===== src/rtl/divider_pkg.sv =====
// divider_pkg: shared definitions for the sequential restoring divider.
//   state_t                 - FSM state encoding (IDLE, CALC, FIX, DONE)
//   DIVIDER_WIDTH_DEFAULT   - default operand/quotient/remainder width
//   DIVIDER_ITERS_DEFAULT   - iteration count at the default width
//   divider_iters()         - iteration count (2*WIDTH) for any width
package divider_pkg;

    typedef enum logic [1:0] {
        ST_IDLE = 2'd0,
        ST_CALC = 2'd1,
        ST_FIX  = 2'd2,
        ST_DONE = 2'd3
    } state_t;

    localparam int DIVIDER_WIDTH_DEFAULT = 16;
    localparam int DIVIDER_ITERS_DEFAULT = 2 * DIVIDER_WIDTH_DEFAULT;

    // One quotient bit is produced per dividend bit.
    function automatic int divider_iters(input int width);
        return 2 * width;
    endfunction

endpackage


===== src/rtl/divider_if.sv =====
// divider_if: request/result bundle between a client and the divider.
//   master: drives inp_start, inp_dividend (2*WIDTH), inp_divisor (WIDTH);
//           receives out_quotient, out_remainder (WIDTH), out_busy, out_done,
//           out_div_by_zero, out_overflow.
//   slave : the divider side of the same signals.
interface divider_if
    import divider_pkg::*;
#(
    parameter int WIDTH = DIVIDER_WIDTH_DEFAULT
);
    logic                   inp_start;
    logic [2*WIDTH-1:0]     inp_dividend;
    logic [WIDTH-1:0]       inp_divisor;
    logic [WIDTH-1:0]       out_quotient;
    logic [WIDTH-1:0]       out_remainder;
    logic                   out_busy;
    logic                   out_done;
    logic                   out_div_by_zero;
    logic                   out_overflow;

    modport master (
        output inp_start, inp_dividend, inp_divisor,
        input  out_quotient, out_remainder, out_busy, out_done,
               out_div_by_zero, out_overflow
    );

    modport slave (
        input  inp_start, inp_dividend, inp_divisor,
        output out_quotient, out_remainder, out_busy, out_done,
               out_div_by_zero, out_overflow
    );
endinterface


===== src/rtl/divider_sign_fix.sv =====
// divider_sign_fix: combinational conditional two's-complement negate.
//   value  (W) - input word
//   negate (1) - when high, result = -value; otherwise result = value
//   result (W) - output word
// Feeding the word's own sign bit as 'negate' yields its magnitude; the
// magnitude of the most negative value is returned as an unsigned W-bit word.
module divider_sign_fix #(
    parameter int W = 16
) (
    input  logic [W-1:0] value,
    input  logic         negate,
    output logic [W-1:0] result
);
    assign result = negate ? (~value + W'(1)) : value;
endmodule


===== src/rtl/divider.sv =====
// divider: sequential restoring divider, 2*WIDTH-bit dividend by WIDTH-bit
// divisor, one quotient bit per cycle, one-cycle out_done pulse.
//   inp_clk   - rising-edge clock
//   inp_rst_n - asynchronous active-low reset
//   bus       - divider_if.slave: start/operands in; quotient, remainder,
//               busy, done, div-by-zero and overflow out
// Build option: define DIVIDER_SIGNED_EN for two's-complement operands
// (truncating quotient, remainder carries the dividend's sign); otherwise
// operands are unsigned.
module divider
    import divider_pkg::*;
#(
    parameter int WIDTH = DIVIDER_WIDTH_DEFAULT
) (
    input logic      inp_clk,
    input logic      inp_rst_n,
    divider_if.slave bus
);
    localparam int ITERS = divider_iters(WIDTH);
    localparam int CNT_W = $clog2(ITERS);

    state_t               state;
    logic [2*WIDTH-1:0]   dvd;
    logic [WIDTH-1:0]     dsr;
    logic [WIDTH-1:0]     rem;
    logic [2*WIDTH-1:0]   quo;
    logic [CNT_W-1:0]     cnt;

    logic [WIDTH-1:0]     quotient;
    logic [WIDTH-1:0]     remainder;
    logic                 busy;
    logic                 done;
    logic                 div_by_zero;
    logic                 overflow;

    logic [2*WIDTH-1:0]   dvd_in;
    logic [WIDTH-1:0]     dsr_in;
    logic [2*WIDTH-1:0]   quo_fix;
    logic [WIDTH-1:0]     rem_fix;
    logic                 ovf;

    // Shifted partial remainder is WIDTH+1 bits wide; since rem < dsr the
    // restored result always fits back into WIDTH bits.
    logic [WIDTH:0]       trial;
    logic                 fits;
    logic [WIDTH-1:0]     rem_next;

    assign trial    = {rem, dvd[2*WIDTH-1]};
    assign fits     = (trial >= {1'b0, dsr});
    assign rem_next = fits ? WIDTH'(trial - {1'b0, dsr}) : trial[WIDTH-1:0];

`ifdef DIVIDER_SIGNED_EN
    logic neg_q;
    logic neg_r;

    divider_sign_fix #(.W(2*WIDTH)) u_abs_dividend (
        .value (bus.inp_dividend),
        .negate(bus.inp_dividend[2*WIDTH-1]),
        .result(dvd_in)
    );

    divider_sign_fix #(.W(WIDTH)) u_abs_divisor (
        .value (bus.inp_divisor),
        .negate(bus.inp_divisor[WIDTH-1]),
        .result(dsr_in)
    );

    divider_sign_fix #(.W(2*WIDTH)) u_fix_quotient (
        .value (quo),
        .negate(neg_q),
        .result(quo_fix)
    );

    divider_sign_fix #(.W(WIDTH)) u_fix_remainder (
        .value (rem),
        .negate(neg_r),
        .result(rem_fix)
    );

    // Representable iff the top WIDTH+1 bits are a pure sign extension.
    assign ovf = !((&quo_fix[2*WIDTH-1:WIDTH-1]) || !(|quo_fix[2*WIDTH-1:WIDTH-1]));
`else
    assign dvd_in  = bus.inp_dividend;
    assign dsr_in  = bus.inp_divisor;
    assign quo_fix = quo;
    assign rem_fix = rem;
    assign ovf     = |quo_fix[2*WIDTH-1:WIDTH];
`endif

    always_ff @(posedge inp_clk or negedge inp_rst_n) begin
        if (!inp_rst_n) begin
            state       <= ST_IDLE;
            dvd         <= '0;
            dsr         <= '0;
            rem         <= '0;
            quo         <= '0;
            cnt         <= '0;
            quotient    <= '0;
            remainder   <= '0;
            busy        <= 1'b0;
            done        <= 1'b0;
            div_by_zero <= 1'b0;
            overflow    <= 1'b0;
`ifdef DIVIDER_SIGNED_EN
            neg_q       <= 1'b0;
            neg_r       <= 1'b0;
`endif
        end else begin
            done <= 1'b0;
            case (state)
                ST_IDLE: begin
                    if (bus.inp_start) begin
                        busy        <= 1'b1;
                        div_by_zero <= 1'b0;
                        overflow    <= 1'b0;
                        dvd         <= dvd_in;
                        dsr         <= dsr_in;
                        rem         <= '0;
                        quo         <= '0;
                        cnt         <= CNT_W'(ITERS - 1);
`ifdef DIVIDER_SIGNED_EN
                        neg_q       <= bus.inp_dividend[2*WIDTH-1] ^ bus.inp_divisor[WIDTH-1];
                        neg_r       <= bus.inp_dividend[2*WIDTH-1];
`endif
                        if (bus.inp_divisor == '0) begin
                            div_by_zero <= 1'b1;
                            quotient    <= '1;
                            remainder   <= bus.inp_dividend[WIDTH-1:0];
                            state       <= ST_DONE;
                        end else begin
                            state <= ST_CALC;
                        end
                    end
                end
                ST_CALC: begin
                    rem <= rem_next;
                    quo <= {quo[2*WIDTH-2:0], fits};
                    dvd <= {dvd[2*WIDTH-2:0], 1'b0};
                    cnt <= cnt - CNT_W'(1);
                    if (cnt == '0) begin
                        state <= ST_FIX;
                    end
                end
                ST_FIX: begin
                    quotient  <= quo_fix[WIDTH-1:0];
                    remainder <= rem_fix;
                    overflow  <= ovf;
                    state     <= ST_DONE;
                end
                ST_DONE: begin
                    done  <= 1'b1;
                    busy  <= 1'b0;
                    state <= ST_IDLE;
                end
                default: state <= ST_IDLE;
            endcase
        end
    end

    assign bus.out_quotient    = quotient;
    assign bus.out_remainder   = remainder;
    assign bus.out_busy        = busy;
    assign bus.out_done        = done;
    assign bus.out_div_by_zero = div_by_zero;
    assign bus.out_overflow    = overflow;

endmodule


===== src/flat_wrapper.sv =====
// flat-port wrapper written by rule: the top's interface ports become plain ports
module divider_flat import divider_pkg::*;
#(
    parameter int WIDTH = DIVIDER_WIDTH_DEFAULT
)
  (inp_clk, inp_rst_n, bus_inp_start, bus_inp_dividend, bus_inp_divisor, bus_out_quotient, bus_out_remainder, bus_out_busy, bus_out_done, bus_out_div_by_zero, bus_out_overflow);
  divider_if #(.WIDTH(WIDTH)) bus_i ();
  input logic inp_clk;
  input logic inp_rst_n;
  input wire logic [$bits(bus_i.inp_start)-1:0] bus_inp_start;
  input wire logic [$bits(bus_i.inp_dividend)-1:0] bus_inp_dividend;
  input wire logic [$bits(bus_i.inp_divisor)-1:0] bus_inp_divisor;
  output wire logic [$bits(bus_i.out_quotient)-1:0] bus_out_quotient;
  output wire logic [$bits(bus_i.out_remainder)-1:0] bus_out_remainder;
  output wire logic [$bits(bus_i.out_busy)-1:0] bus_out_busy;
  output wire logic [$bits(bus_i.out_done)-1:0] bus_out_done;
  output wire logic [$bits(bus_i.out_div_by_zero)-1:0] bus_out_div_by_zero;
  output wire logic [$bits(bus_i.out_overflow)-1:0] bus_out_overflow;
  assign bus_i.inp_start = bus_inp_start;
  assign bus_i.inp_dividend = bus_inp_dividend;
  assign bus_i.inp_divisor = bus_inp_divisor;
  assign bus_out_quotient = bus_i.out_quotient;
  assign bus_out_remainder = bus_i.out_remainder;
  assign bus_out_busy = bus_i.out_busy;
  assign bus_out_done = bus_i.out_done;
  assign bus_out_div_by_zero = bus_i.out_div_by_zero;
  assign bus_out_overflow = bus_i.out_overflow;
  divider #(.WIDTH(WIDTH)) u_core (.inp_clk(inp_clk), .inp_rst_n(inp_rst_n), .bus(bus_i));
endmodule

===== config.mk =====
export PLATFORM = sky130hd
export DESIGN_NAME = divider_flat
export DESIGN_NICKNAME = d
export VERILOG_FILES = /design/src/rtl/divider_pkg.sv /design/src/rtl/divider_if.sv /design/src/rtl/divider_sign_fix.sv /design/src/rtl/divider.sv /design/src/flat_wrapper.sv
export SDC_FILE = /design/constraint.sdc
export NUM_CORES = 1
export LEC_CHECK = 0
export BUFFER_PORTS_ARGS = -buffer_cell sky130_fd_sc_hd__buf_2
export CELL_PAD_IN_SITES_DETAIL_PLACEMENT = 1
export CELL_PAD_IN_SITES_GLOBAL_PLACEMENT = 1
export CORE_MARGIN = 2
export CORE_UTILIZATION = 44
export DETAILED_ROUTE_END_ITERATION = 12
export PLACE_DENSITY = 0.81
export SYNTH_ARGS = -nofsm -noshare
export SYNTH_HDL_FRONTEND = slang
export SYNTH_SLANG_ARGS = --single-unit

===== constraint.sdc =====
create_clock -name inp_clk -period 3.68 [get_ports inp_clk]
set_input_delay 0.552 -clock inp_clk [delete_from_list [all_inputs] [get_ports inp_clk]]
set_output_delay 0.552 -clock inp_clk [all_outputs]
set_load 0.05 [all_outputs]

==> impl_results.md, run 1 <==
* Initial standard-cell utilization of the core at 44.58%
* Routed via count at 5221
* Routed length per instance at 18.38 um
* GRT Total Usage at 22.58%
* Unique masters post-synth at 47
* Most used flip-flop cell after synthesis: dfrtp_1
* Half-perimeter wire length after placement at 12030 um
* RSZ-0062 raised after global routing: no
* Number of hold-slack violations in the final timing report at 0
* Via count of the first global-routing pass at 5634
* Number of fill cells in the layout at 1696
* Iter 0 DRT Violations at 244
* Share of cells above drive strength 1 at 19.65%
* Routability congestion estimate at 0.8310
* Cells after Synth at 653
* Remaining global-route overflow at 0
* Critical setup path kind: flop to flop
* Longest Clk Path Bufs at 2
* Critical Path Start Type: flop
* Final cell count without fillers at 932
* YS warnings at 0
* Highest achievable clock rate at 307.7 MHz
* Most instantiated cells after synthesis: 139 x dfrtp_1, 76 x nand2_1, 64 x mux2i_1, 56 x o21ai_0, 47 x nor2_1
* Final setup violation count at 0
* Final core utilization at 52.95%
* Detailed-route wire length at 17130 um
* Syn Area/Cell at 10.30 um^2
* Full die area at 16290 um^2
* Max-cap check violation count at 0
* RR Endpoint: u_core.bus.out_quotient[9]
* Antenna violations before repair at 1
* Overall power at 8.274 mW
* Number of pins with negative max-slew slack in the final report at 0
* Tightest Pin Transition at 937.9 ps
* Detailed-routing iteration count for the pre-antenna-repair pass at 4
* Placement row count at 45
* Number of buffers inserted by hold repair at cts at 0
* Residual DRC at 0
* Required arrival time at the worst endpoint at 4010 ps
* Antenna violation net count after detailed routing at 0
* Number of enable flip-flop cells after synthesis at 0
* CP startpoint: u_core.state[1]
* Core area at 15090 um^2
* # resized after CTS at 0
* Aggregate negative setup slack at 0 ps
* Post-CTS setup buffer count at 0
* Kind of end point of the critical path: flop
* Critical-path maximum fanout at 34
* Area share of the leading cell type in the synthesized netlist at 51.71%
* Outcome: finished, final reports clean
* Final layout net count at 804
* Post-synthesis instance area at 6726 um^2
* Startpoint of the lowest-slack register-to-register path: u_core.state[1]
* CTS tree: built
* Number of buffers inserted during clock tree synthesis at 17
* Clock sinks at 139
* Leading cell types by total area after synthesis: dfrtp_1 52%, mux2i_1 9.5%, nand2_1 4.2%
* Power density cells at 1036 nW/um^2
* Maximum vdd ir drop at 0.0006862 V
* Slack of the worst reg-to-reg path at 430 ps
* Count leader, synth: dfrtp_1
* Clk slew on worst S/H paths at 60 ps
* Die X at 127.6 um
* Number of buffer cells added on primary ports at 86
* Worst clock skew on the final layout at 6.128 ps
* R2R cell count at 10
* Cell at the root of the clock tree: clkbuf_16
* Relative area change from synthesis to final layout at 18.79%
* Leak at 3.628 nW
* Nets in the synthesized netlist at 727
* H-tree depth at 4
* Hold/Removal Path Class: primary input to async pin
* Portion of the clock cycle consumed by the worst path in the final layout at 88.31%
* Count of placed standard cells including taps at 899
* Worst skew pair latency at 420 ps
* Cell type with the highest aggregate area in the netlist: dfrtp_1
* Via density at 5.602
* Number of top-level pins at 87
* Flop and latch count out of synthesis at 139
* Die Height at 127.6 um
* First-pass GRT wire length at 28900 um
* Fraction of registers with async set/reset at 100.0%
* Pin count of the biggest net entering global routing at 93
* Worst EP arrival at 3580 ps
* Max-Slew Margin vs Limit at 37.32%
* Sequential cell area fraction in the yosys report at 51.71%
* Final critical path time including I/O delays and setup at 3250 ps
cells in the final DEF, fill, tap and decap left out, types with 16 or more instances in the layout:
| cell | netlist | layout |
|---|---|---|
| a21oi_1 | 25 | 25 |
| a22o_1 | 20 | 20 |
| a31oi_1 | 18 | 18 |
| buf_2 | 0 | 85 |
| clkbuf_16 | 0 | 17 |
| dfrtp_1 | 139 | 139 |
| ha_1 | 22 | 21 |
| inv_1 | 40 | 40 |
| mux2_2 | 16 | 16 |
| mux2i_1 | 64 | 63 |
| nand2_1 | 76 | 76 |
| nor2_1 | 47 | 47 |
| o21ai_0 | 56 | 56 |
how the worst max path moves through the flow:
stage | to | slack, ps | depth (start not counted)
floorplan | u_core.rem[10] | 990 | 10
CTS | u_core.bus.out_quotient[10] | 440 | 10
global route | u_core.bus.out_quotient[10] | 240 | 10
global placement | u_core.rem[0] | 690 | 9
detailed placement | u_core.bus.out_quotient[10] | 460 | 10
finish | u_core.bus.out_quotient[9] | 430 | 10
where the power goes:
part / switching, mW / internal (mW)
Sequential: 0.392 / 2.09
Combinational: 2.59 / 1.42
Clock: 0.628 / 1.15
Total: 3.61 / 4.67
kinds of logic after synthesis:
logic type	count (synthesis)	share of synthesized area, %
AOI/OAI and AO/OA	159	15.12
and+or+nand+nor	158	10.03
DFF	139	51.71
muxes	80	12.20
buffers and inverters	78	4.464
adders and majority gates	23	4.390
xor gates and xnor gates	16	2.083
registers in the layout (all words and copies together) (netlist names):
| signal | count |
|---|---|
| u_core.rem | 16 |
| u_core.bus.out_overflow | 1 |
| u_core.bus.out_quotient | 16 |
| u_core.dsr | 16 |
| u_core.quo | 32 |
| u_core.bus.out_remainder | 16 |
| u_core.dvd | 32 |
| u_core.bus.out_done | 1 |
| u_core.bus.out_div_by_zero | 1 |
| u_core.bus.out_busy | 1 |
| u_core.state | 2 |
| u_core.cnt | 5 |
worst max-delay path, cell delays in order, from the launching register on:
cell     delay (ps)
dfrtp_1         430
inv_1           110
ha_1            490
nor4b_1         310
nand3_1         110
nor4_1          600
nand2_1         240
o21ai_4         380
buf_12          260
nor2_1           60
a31oi_1         160
cell type report:
cell class              instances  area, um^2  share of cell area, %
diodes                          1       2.502                0.03132
flip-flops and latches        139        3478                  43.53
repair buffers                 95       529.3                  6.624
clock inverters                 6       107.6                  1.347
clock buffers                  26       509.2                  6.373
well taps                     188       235.2                  2.944
inverters                      41       153.9                  1.926
multi-input cells             436        2974                  37.22
stage by stage:
step                area, um^2  worst slack [ps]  hold WS (ps)
detailed placement        7371             461.1         473.4
global route              7988             238.5         263.5
global placement          7371             692.1         461.4
CTS                       7988             441.2         243.7
finish                    7990             430.1         199.7
floorplan                 6726             992.5         256.4
per-layer routing:
layer	up-vias	wire (um)	track usage (%)
met5	-	0	0
met4	0	366	8.597
met3	24	717	5.611
met2	96	8700	39.07
met1	2658	7344	27.25
li1	2443	-	-
No activity file was read; power rests on OpenSTA's default activity.
==> run 2, diff against run 1 <==
==> constraint.sdc (replaced) <==
create_clock -name inp_clk -period 3.15 [get_ports inp_clk]
set_input_delay 0.4725 -clock inp_clk [delete_from_list [all_inputs] [get_ports inp_clk]]
set_output_delay 0.4725 -clock inp_clk [all_outputs]
set_load 0.05 [all_outputs]
==> run 2 against run 1 <==
Effect of this change: design area decreased by 0.16%; hold slack worse by 170 ps; die area did not move; sequential share of layout area rose by 0.068 points; largest cell class unchanged.
==> impl_results.md, run 2 (same netlist as run 1, synthesis figures left out) <==
* Antenna violations before repair at 0
* Clock sinks at 139
* Residual DRC at 0
* Longest Clk Path Bufs at 2
* Iter 0 DRT Violations at 274
* GRT Total Usage at 23.02%
* Die Height at 127.6 um
* Cell at the root of the clock tree: clkbuf_16
* Initial standard-cell utilization of the core at 44.58%
* Pin count of the biggest net entering global routing at 114
* Number of hold-slack violations in the final timing report at 0
* Full die area at 16290 um^2
* Final layout net count at 807
* Final critical path time including I/O delays and setup at 3035 ps
* Slack of the worst reg-to-reg path at 110 ps
* Aggregate negative setup slack at 0 ps
* Worst slack after detailed placement at 243.3 ps
* Remaining global-route overflow at 0
* Worst clock skew on the final layout at 5.781 ps
* Combined area of the multi-input logic cells at 2983 um^2
* Number of buffer cells added on primary ports at 86
* Highest achievable clock rate at 329.4 MHz
* Via count of the first global-routing pass at 5725
* Outcome: finished, final reports clean
* Hold Worst Slack at 30.06 ps
* Max-cap check violation count at 0
* Routed length per instance at 19.34 um
* RR Endpoint: u_core.rem[6]
* Number of buffers inserted by hold repair at cts at 0
* Fin area at 7978 um^2
* Power density cells at 1214 nW/um^2
* Portion of the clock cycle consumed by the worst path in the final layout at 96.36%
* Core area at 15090 um^2
* Leak at 3.629 nW
* Number of buffers inserted during clock tree synthesis at 17
* CTS tree: built
* Max-Slew Margin vs Limit at 20.01%
* Maximum vdd ir drop at 0.0006135 V
* Detailed-routing iteration count for the pre-antenna-repair pass at 4
* Most frequent standard cell in the layout excluding fill and tap cells: dfrtp_1
* Hold/Removal Path Class: primary input to async pin
* First-pass GRT wire length at 29380 um
* R2R cell count at 9
* Worst skew pair latency at 420 ps
* Critical-path maximum fanout at 8
* Relative area change from synthesis to final layout at 18.60%
* Final setup violation count at 0
* Die X at 127.6 um
* H-tree depth at 4
* Placed standard-cell area at 7398 um^2
* Via density at 5.629
* Tightest Pin Transition at 1197 ps
* Clk slew on worst S/H paths at 60 ps
* Detailed-route wire length at 18050 um
* Most frequent cells in the layout: 139 x dfrtp_1, 85 x buf_2, 76 x nand2_1, 63 x mux2i_1, 56 x o21ai_0
* Routed via count at 5252
* Critical setup path kind: flop to flop
* Placement row count at 45
* Startpoint of the lowest-slack register-to-register path: u_core.rem[5]
* Required arrival time at the worst endpoint at 3440 ps
* Routability congestion estimate at 0.8703
* FF+latch area at 3478 um^2
* RSZ-0062 raised after global routing: no
* Share of cells above drive strength 1 at 20.00%
* Kind of end point of the critical path: flop
* Critical Path Start Type: flop
* Worst EP arrival at 3330 ps
* Number of pins with negative max-slew slack in the final report at 0
* Number of fill cells in the layout at 1668
* Antenna violation net count after detailed routing at 0
* Largest registers: u_core.dvd x32, u_core.quo x32
* Half-perimeter wire length after placement at 12260 um
* Number of top-level pins at 87
* Worst path setup slack after routing at 114.5 ps
* ANT cells at 0
[run 2: per-stage QoR]
step | cells | power [mW] | util [%]
6_report | 933 | 9.686 | 52.87
5_1_grt | 933 | 10.33 | 52.87
4_1_cts | 932 | 9.680 | 52.81
3_5_place_dp | 901 | 7.650 | 49.03
3_3_place_gp | 901 | 7.352 | 49.03
2_1_floorplan | 653 | 6.374 | -
[run 2: layout make-up]
class	instances	share of cell area [%]
sequential	139	43.60
multi-input combinational	437	37.39
timing repair buffer	97	6.979
clock buffer	23	5.991
tap	188	2.949
inverter	41	1.929
clock inverter	8	1.161
[run 2: where the power goes]
group	internal, mW	switching (mW)	leakage (nW)	total, mW
combinational	1.69	3.16	1.63	4.85
clock	1.22	0.733	0.283	1.95
sequential	2.44	0.448	1.72	2.89
[run 2: layer usage]
metal,track usage [%],vias to the layer above,routed length (um)
li1,-,2442,-
met5,0,-,0
met4,8.597,0,400
met3,5.276,31,774
met1,27.53,2677,7415
met2,40.52,102,9456
[run 2: worst max path at each step]
stage	to	start	slack, ps	depth (start not counted)
after floorplan	u_core.rem[10]	u_core.rem[5]	460	10
after global placement	u_core.rem[1]	u_core.rem[5]	310	9
after detailed placement	u_core.rem[1]	u_core.rem[5]	240	9
after CTS	u_core.rem[8]	u_core.rem[4]	170	9
after global routing	u_core.rem[15]	u_core.rem[5]	30	9
final	u_core.rem[6]	u_core.rem[5]	110	9
[run 2: repair_timing]
item / CTS / global route
setup buffers: 0 / 0
setup endpoints to repair: 0 / 4
gates resized for setup: 0 / 0
[run 2: critical path, cell delays in order (launching register included)]
cell and delay [ps]:
dfrtp_1 430, ha_1 380, a211o_1 310, and2_4 150, o32a_1 350, a31o_1 270, o311ai_4 390, a21oi_2 260
mux2i_1 280, o21ai_1 80
